<file path="src/rtl/comp_1b_if.sv">
// comp_1b_if: operand/result bundle for the registered magnitude comparator.
//   a, b         operands, WIDTH bits each
//   in_valid     operands valid; a comparison is captured on this edge
//   signed_mode  0 = unsigned, 1 = two's-complement (sampled with in_valid)
//   clr          synchronous clear of the event counters
//   aeb/agb/alb  registered one-hot result (equal / greater / less)
//   out_valid    result registers were updated on the previous edge
//   cnt_eq/gt/lt saturating result event counters, CNT_W bits each
// master drives operands and reads results; slave is the comparator side.
interface comp_1b_if #(
    parameter int WIDTH = 2,
    parameter int CNT_W = 8
);
    logic [WIDTH-1:0] a;
    logic [WIDTH-1:0] b;
    logic             in_valid;
    logic             signed_mode;
    logic             clr;
    logic             aeb;
    logic             agb;
    logic             alb;
    logic             out_valid;
    logic [CNT_W-1:0] cnt_eq;
    logic [CNT_W-1:0] cnt_gt;
    logic [CNT_W-1:0] cnt_lt;

    modport master (
        output a, b, in_valid, signed_mode, clr,
        input  aeb, agb, alb, out_valid, cnt_eq, cnt_gt, cnt_lt
    );

    modport slave (
        input  a, b, in_valid, signed_mode, clr,
        output aeb, agb, alb, out_valid, cnt_eq, cnt_gt, cnt_lt
    );
endinterface

</file>
<file path="src/rtl/comp_1b.sv">
// comp_1b: registered comparator with unsigned/signed modes and saturating
// per-result event counters.
//   clk    rising-edge clock
//   rst_n  asynchronous active-low reset; clears results, out_valid, counters
//   bus    comp_1b_if.slave: operands, mode, clear in; results, counters out
// All outputs come straight from flops, so there is no input-to-output
// combinational path. Results hold while in_valid is low.
module comp_1b #(
    parameter int WIDTH = 2,
    parameter int CNT_W = 8
) (
    input  logic       clk,
    input  logic       rst_n,
    comp_1b_if.slave   bus
);

    localparam logic [CNT_W-1:0] CNT_MAX = '1;

    logic [WIDTH-1:0] sign_mask;
    logic [WIDTH-1:0] a_key;
    logic [WIDTH-1:0] b_key;
    logic             is_eq;
    logic             is_gt;
    logic             is_lt;

    logic             aeb_q;
    logic             agb_q;
    logic             alb_q;
    logic             out_valid_q;
    logic [CNT_W-1:0] cnt_eq_q;
    logic [CNT_W-1:0] cnt_gt_q;
    logic [CNT_W-1:0] cnt_lt_q;

    // Inverting the sign bit maps two's-complement order onto unsigned
    // order, so a single unsigned comparator serves both modes. Equality is
    // taken on the raw operands and is unaffected by the mode.
    always_comb begin
        sign_mask = WIDTH'(bus.signed_mode) << (WIDTH - 1);
        a_key     = bus.a ^ sign_mask;
        b_key     = bus.b ^ sign_mask;
        is_eq     = (bus.a == bus.b);
        is_gt     = (a_key > b_key);
        is_lt     = (a_key < b_key);
    end

    always_ff @(posedge clk or negedge rst_n) begin
        if (!rst_n) begin
            aeb_q       <= 1'b0;
            agb_q       <= 1'b0;
            alb_q       <= 1'b0;
            out_valid_q <= 1'b0;
            cnt_eq_q    <= '0;
            cnt_gt_q    <= '0;
            cnt_lt_q    <= '0;
        end else begin
            out_valid_q <= bus.in_valid;
            if (bus.in_valid) begin
                aeb_q <= is_eq;
                agb_q <= is_gt;
                alb_q <= is_lt;
            end
            // clr wins over a simultaneous capture: the result is still
            // registered above, but it is not counted.
            if (bus.clr) begin
                cnt_eq_q <= '0;
                cnt_gt_q <= '0;
                cnt_lt_q <= '0;
            end else if (bus.in_valid) begin
                if (is_eq && cnt_eq_q != CNT_MAX) cnt_eq_q <= cnt_eq_q + CNT_W'(1);
                if (is_gt && cnt_gt_q != CNT_MAX) cnt_gt_q <= cnt_gt_q + CNT_W'(1);
                if (is_lt && cnt_lt_q != CNT_MAX) cnt_lt_q <= cnt_lt_q + CNT_W'(1);
            end
        end
    end

    assign bus.aeb       = aeb_q;
    assign bus.agb       = agb_q;
    assign bus.alb       = alb_q;
    assign bus.out_valid = out_valid_q;
    assign bus.cnt_eq    = cnt_eq_q;
    assign bus.cnt_gt    = cnt_gt_q;
    assign bus.cnt_lt    = cnt_lt_q;

endmodule

</file>
<file path="src/flat_wrapper.sv">
// flat-port wrapper written by rule: the top's interface ports become plain ports
module comp_1b_flat 
#(
    parameter int WIDTH = 2,
    parameter int CNT_W = 8
)
  (clk, rst_n, bus_a, bus_b, bus_in_valid, bus_signed_mode, bus_clr, bus_aeb, bus_agb, bus_alb, bus_out_valid, bus_cnt_eq, bus_cnt_gt, bus_cnt_lt);
  comp_1b_if #(.WIDTH(WIDTH), .CNT_W(CNT_W)) bus_i ();
  input  logic clk;
  input  logic rst_n;
  input wire logic [$bits(bus_i.a)-1:0] bus_a;
  input wire logic [$bits(bus_i.b)-1:0] bus_b;
  input wire logic [$bits(bus_i.in_valid)-1:0] bus_in_valid;
  input wire logic [$bits(bus_i.signed_mode)-1:0] bus_signed_mode;
  input wire logic [$bits(bus_i.clr)-1:0] bus_clr;
  output wire logic [$bits(bus_i.aeb)-1:0] bus_aeb;
  output wire logic [$bits(bus_i.agb)-1:0] bus_agb;
  output wire logic [$bits(bus_i.alb)-1:0] bus_alb;
  output wire logic [$bits(bus_i.out_valid)-1:0] bus_out_valid;
  output wire logic [$bits(bus_i.cnt_eq)-1:0] bus_cnt_eq;
  output wire logic [$bits(bus_i.cnt_gt)-1:0] bus_cnt_gt;
  output wire logic [$bits(bus_i.cnt_lt)-1:0] bus_cnt_lt;
  assign bus_i.a = bus_a;
  assign bus_i.b = bus_b;
  assign bus_i.in_valid = bus_in_valid;
  assign bus_i.signed_mode = bus_signed_mode;
  assign bus_i.clr = bus_clr;
  assign bus_aeb = bus_i.aeb;
  assign bus_agb = bus_i.agb;
  assign bus_alb = bus_i.alb;
  assign bus_out_valid = bus_i.out_valid;
  assign bus_cnt_eq = bus_i.cnt_eq;
  assign bus_cnt_gt = bus_i.cnt_gt;
  assign bus_cnt_lt = bus_i.cnt_lt;
  comp_1b #(.WIDTH(WIDTH), .CNT_W(CNT_W)) u_core (.clk(clk), .rst_n(rst_n), .bus(bus_i));
endmodule
</file>
<file path="config.mk">
export PLATFORM = sky130hd
export DESIGN_NAME = comp_1b_flat
export DESIGN_NICKNAME = d
export VERILOG_FILES = /design/src/rtl/comp_1b_if.sv /design/src/rtl/comp_1b.sv /design/src/flat_wrapper.sv
export SDC_FILE = /design/constraint.sdc
export NUM_CORES = 1
export LEC_CHECK = 0
export CORE_MARGIN = 4
export CORE_UTILIZATION = 49
export DETAILED_ROUTE_END_ITERATION = 10
export GPL_TIMING_DRIVEN = 0
export PLACE_DENSITY = 0.85
export SYNTH_ARGS = -nofsm -noshare
export SYNTH_HDL_FRONTEND = slang
export SYNTH_SLANG_ARGS = --single-unit
</file>
<file path="constraint.sdc">
create_clock -name clk -period 2.2 [get_ports clk]
set_input_delay 0.44 -clock clk [delete_from_list [all_inputs] [get_ports clk]]
set_output_delay 0.44 -clock clk [all_outputs]
set_load 0.03 [all_outputs]
</file>
**Word-level counts from Yosys, hierarchy flattened**

Index checks and enable logic that the tools add are counted.

- Flip-flop bits (word level): 28
- Input port bits: 9
- Logic and storage cells: 37
- Output and inout port bits: 28

- Bitwise operators: 2
- Eq/ne operators: 4
- Reduce and logical (&&, ||, !) cells: 10
- Mux-type cells: 9
- $add $sub $neg: 3
- $lt $le $gt $ge: 2

Operator list:

| cell | count |
|---|---|
| $mux 8 | 9 |
| $add 8x1->8 const B | 3 |
| $ne 8x8->1 const B | 3 |
| $reduce_bool 2->1 | 4 |
| $reduce_and 2->1 | 3 |
| $xor 2x2->2 | 2 |
| $logic_and 1x1->1 | 3 |
| $eq 2x2->1 | 1 |
| $gt 2x2->1 | 1 |
| $lt 2x2->1 | 1 |

**Depth between registers and ports, before layout**

Gate-level depths: netlist (run 1).

- Depth in word-level cells: 6
- Depth in mapped cells: 8
- Mapped depth without buffers: 7

**Worst setup path after synthesis (run 1)**

OpenSTA, ideal clock, no wires.

- Path kind: input port to flip-flop
- Start: input bus_a[0]
- End: register u_core.cnt_gt_q[5], in the netlist u_core.bus.cnt_gt[5]
- Required time: 2.075 ns
- Stages: 7
- Slack: 0.106 ns
- Arrival: 1.969 ns
- Library setup time: 0.125 ns
- Path through: inv_1 -> ha_1 -> o311ai_4 -> nand3_2 -> buf_6 -> nor4_1 -> mux2_2

- Longest elaborated chain between the ends: 5

RTL lines:

| what | line | source |
|---|---|---|
| from (decl) | flat_wrapper.sv:11 | `input wire logic [$bits(bus_i.a)-1:0] bus_a;` |
| $xor 2x2->2 | comp_1b.sv:39 | `a_key = bus.a ^ sign_mask;` |
| $gt 2x2->1 | comp_1b.sv:42 | `is_gt = (a_key > b_key);` |
| $logic_and 1x1->1 | comp_1b.sv:70 | `if (is_gt && cnt_gt_q != CNT_MAX) cnt_gt_q <= cnt_gt_q + CNT_W'(1);` |
| $reduce_bool 2->1 (no source line) | -- |  |
| $reduce_and 2->1 (no source line) | -- |  |
| to (signal assigned) | comp_1b.sv:70 |  |
| to (decl) | comp_1b.sv:31 | `logic [CNT_W-1:0] cnt_gt_q;` |

No other way between the ends.
A chain may end at the register's enable or synchronous reset.

**Worst setup path after layout (run 1)**

- Start: input bus_b[0]
- End: register u_core.cnt_lt_q[5], in the netlist u_core.bus.cnt_lt[5]

- Longest elaborated chain between the ends: 5

RTL lines:

| what | line | source |
|---|---|---|
| from (decl) | flat_wrapper.sv:12 | `input wire logic [$bits(bus_i.b)-1:0] bus_b;` |
| $xor 2x2->2 | comp_1b.sv:40 | `b_key = bus.b ^ sign_mask;` |
| $lt 2x2->1 | comp_1b.sv:43 | `is_lt = (a_key < b_key);` |
| $logic_and 1x1->1 | comp_1b.sv:71 | `if (is_lt && cnt_lt_q != CNT_MAX) cnt_lt_q <= cnt_lt_q + CNT_W'(1);` |
| $reduce_bool 2->1 (no source line) | -- |  |
| $reduce_and 2->1 (no source line) | -- |  |
| to (signal assigned) | comp_1b.sv:71 |  |
| to (decl) | comp_1b.sv:32 | `logic [CNT_W-1:0] cnt_lt_q;` |

No other way between the ends.

==> qor.csv, run 1 <==
metric,value,unit
outcome,completed,
Max Cap Violations,0,
nets,211,
routed wire length,3570,um
yosys synthesis warning count,0,
Slew Limit Fails,0,
filler cell count,257,
Synth Area per Inst,9.96,um^2
Yosys reg bits,28,
Clock Tree Root,clkbuf_4,
Max Fclk,0.465,GHz
die width,64.5,um
first-pass GRT wire length,6140,um
Worst Skew,0.0106,ns
GRT Total Usage,18.4,%
number of synthesized flops with an enable pin,0,
worst hold slack,0.0921,ns
clock edge transition at the registers on the reported setup and hold paths,0.16,ns
DR DRC count,0,
Die Y,64.5,um
Leakage,0.807,nW
GP Congestion,0.907,
Final Util,67.6,%
peak supply drop,0.000261,V
PortBufs,35,
vias per cell,5.61,
Initial Util,51.2,%
post-route antenna net violation count,0,
Register Area,701,um^2
Worst setup EP type,register,
Longest Clk Path Bufs,2,
# diodes,0,
Async SR Flop Fraction,100,%
Clock Latency Late Sink,0.33,ns
fin crit share,97.7,%
antenna violations before repair,0,
initial DRC count,105,
library cells used by synthesis,48,
critical-path maximum fanout,7,
Multi-input gate area,853,um^2
critical path class,primary input to register,
r2r worst-path depth,6,
CTS Buf Count,3,
leading area contributor after synthesis,dfrtp_1,
Synth area leaders,"dfrtp_1 45%, xnor2_1 6.2%, nor2_1 5.0%",
core box area,0.00305,mm^2
cells after synthesis,157,
Worst Max-Slew Pin Slew,0.676,ns
count of final hold-check violations,0,
most common library cells after synthesis,"28 x dfrtp_1, 21 x nor2_1, 11 x nand2_1, 11 x xnor2_1",
# H-tree levels,1,
sequential fraction of the synthesis area,44.8,%
# rows,20,
hold-fix buffer count after cts,0,
RSZ-0062 raised after global routing,false,
Yosys top cell area share,44.8,%
Vias,1351,
Critical R2R Capture,u_core.bus.cnt_lt[5],
post-synth net total,170,
top_reg_cell synth,dfrtp_1,
cell area after synthesis,0.00156,mm^2
Final setup violation count,0,
Reg-to-Reg Start,u_core.bus.cnt_lt[0],
share of cells above drive strength 1,11.2,%
clk sink count,28,
Total Neg Setup Slack,0,ns
CTS tree,done,
Die Area,0.00416,mm^2
PwrDens,513,mW/mm^2
wire length per cell,14.8,um
"count leader, synth",dfrtp_1,
minimum clock period,2.15,ns
TritonRoute pass-1 iters,5,
Ports,37,
Slew HR,54.7,%
hold crit path type,primary input to asynchronous set/reset pin,
Final HPWL DP,2680,um
"Arr. time, crit path",2.37,ns
pin count of the biggest net entering global routing,29,
aggregate global routing overflow,0,
critical path required time,2.43,ns
area delta synth->final,32.0,%
Startpoint Class,primary input,
worst reg-to-reg setup slack,0.14,ns
number of global-route vias before repair,1364,
logic make-up (layout without fill, tap and decap cells):
kind of cell / count (synthesis) / in the layout / share of synthesized area (%)
adders and majority gates: 4 / 4 / 3.20
xor gates and xnor gates: 12 / 12 / 6.72
and+or+nand+nor: 70 / 70 / 23.8
buffers and inverters: 11 / 51 / 3.20
AOI/OAI and AO/OA: 26 / 26 / 13.9
DFF: 28 / 28 / 44.8
muxes: 6 / 6 / 4.32
report_power, final:
part | leakage [nW] | internal (W) | switching [W]
Sequential | 0.382 | 0.000529 | 0.0000133
Clock | 0.0279 | 0.000184 | 0.000152
Combinational | 0.398 | 0.0000738 | 0.000107
area by class of cell:
class	instances	area share [%]
buffer	5	1.33
clock buffer	3	1.09
clock inverter	1	1.45
inverter	6	1.09
multi-input combinational	118	41.3
sequential	28	33.9
tap	44	2.67
timing repair buffer	36	17.1
timing repair:
item / 4_1_cts / 5_1_grt
gates cloned: 0 / 0
pin swaps: 2 / 4
setup buffers: 1 / 0
setup endpoints to repair: 6 / 5
gates resized for setup: 3 / 4
state kept, by name, summed over array words and instances, names as in the netlist:
register	count
u_core.bus.cnt_eq	8
u_core.bus.out_valid	1
u_core.bus.cnt_lt	8
u_core.bus.alb	1
u_core.bus.agb	1
u_core.bus.cnt_gt	8
u_core.bus.aeb	1
routing by layer:
metal  share of wire, %  GRT usage, %  routed length, um  vias up
li1                   -             -                  -      645
met1                 41          22.6               1460      649
met2                 51          33.1               1830       53
met3                7.2          3.64                259        4
met4               0.70          4.22                 25        0
met5                  0             0                  0        -
worst max path at each step:
stage / startpoint / end / slack [ns] / cells after the start
6_report: bus_b[0] / u_core.bus.cnt_lt[5] / 0.05 / 7
4_1_cts: bus_b[0] / u_core.bus.cnt_lt[5] / 0.01 / 7
3_3_place_gp: bus_a[0] / u_core.bus.cnt_lt[5] / -0.47 / 8
3_5_place_dp: bus_a[0] / u_core.bus.cnt_lt[5] / -0.58 / 8
5_1_grt: bus_b[0] / u_core.bus.cnt_lt[5] / 0.007 / 7
2_1_floorplan: bus_a[0] / u_core.bus.cnt_gt[5] / 0.11 / 7
per-stage QoR:
step	instances	power, W	worst slack, ns	instance area [um^2]
2_1_floorplan	157	0.000651	0.106	1560
6_report	241	0.00106	0.0508	2060
5_1_grt	241	0.00112	0.00738	2060
4_1_cts	241	0.00106	0.0123	2040
3_3_place_gp	236	0.000718	-0.473	1970
3_5_place_dp	236	0.000726	-0.582	1970
worst max-delay path, stage by stage:
cell and delay, ns:
clkdlybuf4s50_1 0.51, ha_4 0.19, nand2_1 0.07, a211o_4 0.39
a211oi_4 0.27, and3_4 0.22, mux2_4 0.29
cell usage in the layout (no fill, tap or decap), types with 3 or more instances in the layout:
master	count
a21oi_1	6
nand2_1	11
clkbuf_4	3
nor2_1	21
ha_1	3
nor3_1	5
inv_1	6
or4_1	3
nand4_1	3
xnor2_1	11
nor2b_1	4
mux2i_1	3
nand3_1	6
clkdlybuf4s50_1	34
dfrtp_1	28
No activity file was read; power rests on OpenSTA's default activity.
==> run 2: changes to the inputs <==
PLACE_DENSITY = 0.84   (was 0.85)
==> run 2 against run 1 <==
Sequential cell count stayed put. Sequential power about the same. Non-clock buffer count rose by 1. Setup slack got worse by 0.035 ns. Critical path depth unchanged. Combinational power up 3%. Final cell count increased by 0.41%. Sequential share of layout area fell by 0.18 points. Utilization grew 0.37 points. Fmax down 1.6%. Critical path type unchanged.
==> qor.csv, run 2 (synthesis results as in run 1) <==
metric,value,unit
core box area,0.00305,mm^2
peak supply drop,0.000323,V
total power,0.000995,W
metal3 WL,171,um
clk sink count,28,
GRT Total Usage,19.4,%
CTS tree,done,
r2r worst-path depth,6,
"slowest stage delay, CP",0.51,ns
critical path required time,2.48,ns
CP top delay family,simple AND/OR/NAND/NOR gates,
GP Congestion,0.935,
count of final hold-check violations,0,
Ports,37,
Reg-to-Reg Start,u_core.bus.cnt_lt[0],
WL met2,1960,um
Critical R2R Capture,u_core.bus.cnt_lt[5],
TritonRoute pass-1 iters,4,
CP cell instances,clkdlybuf4s50_1 -> nor2b_2 -> o311ai_4 -> nand3_2 -> buf_6 -> or4_4 -> a21oi_2,
Leakage,0.818,nW
Worst Max-Slew Pin Slew,0.611,ns
# diodes,0,
Post-Layout Inst Area,0.00208,mm^2
Die Area,0.00416,mm^2
die width,64.5,um
M1 WL,1640,um
Clock Tree Root,clkbuf_4,
Startpoint Class,primary input,
Max Cap Violations,0,
crit path buf inv count,2,
filler cell count,255,
first-pass GRT wire length,6480,um
area delta synth->final,32.7,%
"most common cell after layout, fill and taps aside",clkdlybuf4s50_1,
Clock Latency Late Sink,0.34,ns
number of global-route vias before repair,1417,
critical-path maximum fanout,10,
Final HPWL DP,2670,um
dpl ws,-0.566,ns
Initial Util,51.2,%
Longest Clk Path Bufs,2,
critical path class,primary input to register,
Worst Skew,0.00283,ns
top layer in use,met4,
Worst setup EP type,register,
hold crit path type,primary input to asynchronous set/reset pin,
placed cell areas,0.00197,mm^2
Total Neg Setup Slack,0,ns
antenna violations before repair,0,
minimum clock period,2.18,ns
wire length per cell,15.6,um
DR DRC count,0,
nets,212,
# rows,20,
outcome,completed,
Vias,1385,
post-route antenna net violation count,0,
pin count of the biggest net entering global routing,29,
"Arr. time, crit path",2.46,ns
dpl cells,236,
initial DRC count,156,
worst reg-to-reg setup slack,0.18,ns
routed wire length,3780,um
aggregate global routing overflow,0,
most frequent cells in the layout,"33 x clkdlybuf4s50_1, 28 x dfrtp_1, 21 x nor2_1, 11 x nand2_1, 11 x xnor2_1",
Non-Filler Instances,242,
vias per cell,5.72,
# H-tree levels,1,
CP max-delay cell,or4_4,
PwrDens,480,mW/mm^2
fin worst setup slack,0.0155,ns
CTS Buf Count,3,
Slew Limit Fails,0,
hold-fix buffer count after cts,0,
PortBufs,35,
fin crit share,99.3,%
Max Fclk,0.458,GHz
Slew HR,59.0,%
Die Y,64.5,um
Final setup violation count,0,
share of cells above drive strength 1,12.6,%
RSZ-0062 raised after global routing,true,
clock edge transition at the registers on the reported setup and hold paths,0.16,ns
[run 2: cell count changes in the layout (fill, tap and decap cells not counted), sizes merged]
| cell | previous run | this run |
|---|---|---|
| dlymetal6s2s | 0 | 1 |
| buf | 4 | 5 |
| clkbuf | 6 | 7 |
| clkdlybuf4s50 | 34 | 33 |
| bufinv | 1 | 0 |
[run 2: timing repair]
action                                 4_1_cts  5_1_grt
pin swaps                                    2        3
setup endpoints to repair                    5        4
endpoints found under the hold margin        0        0
buffers inserted                             1        1
cloned                                       0        0
gates resized for setup                      3        7
[run 2: area by class of cell]
type,instances,area [um^2],share of cell area [%]
clock buffers,4,36.3,1.75
repair buffers,37,363,17.5
multi-input cells,118,871,42.0
flip-flops and latches,28,701,33.8
well taps,44,55.1,2.65
inverters,6,22.5,1.08
plain buffers,5,27.5,1.33
[run 2: report_power, final]
part	leakage [nW]	switching, W	internal [W]
clock	0.0210	0.000164	0.000101
combinational	0.416	0.000111	0.0000758
sequential	0.382	0.0000131	0.000529
total	0.818	0.000289	0.000707
[run 2: per-stage QoR]
step / util [%] / hold slack [ns]
CTS: 66.8 / 0.537
global placement: 64.5 / 0.509
floorplan: - / 0.144
detailed placement: 64.5 / 0.515
global route: 68.0 / 0.115
finish: 68.0 / 0.0831
[run 2: worst max path at each step]
stage,start,end,cells after the start
CTS,bus_b[1],u_core.bus.cnt_gt[5],7
finish,bus_a[1],u_core.bus.cnt_gt[4],7
global placement,bus_a[0],u_core.bus.cnt_gt[5],8
detailed placement,bus_a[0],u_core.bus.cnt_gt[5],8
floorplan,bus_a[0],u_core.bus.cnt_gt[5],7
global route,bus_a[1],u_core.bus.cnt_gt[4],7
[run 2: per-layer routing]
layer	up-vias	GRT usage (%)
met1	673	23.9
met5	-	0
met2	61	34.4
met3	2	4.16
met4	0	5.01
li1	649	-
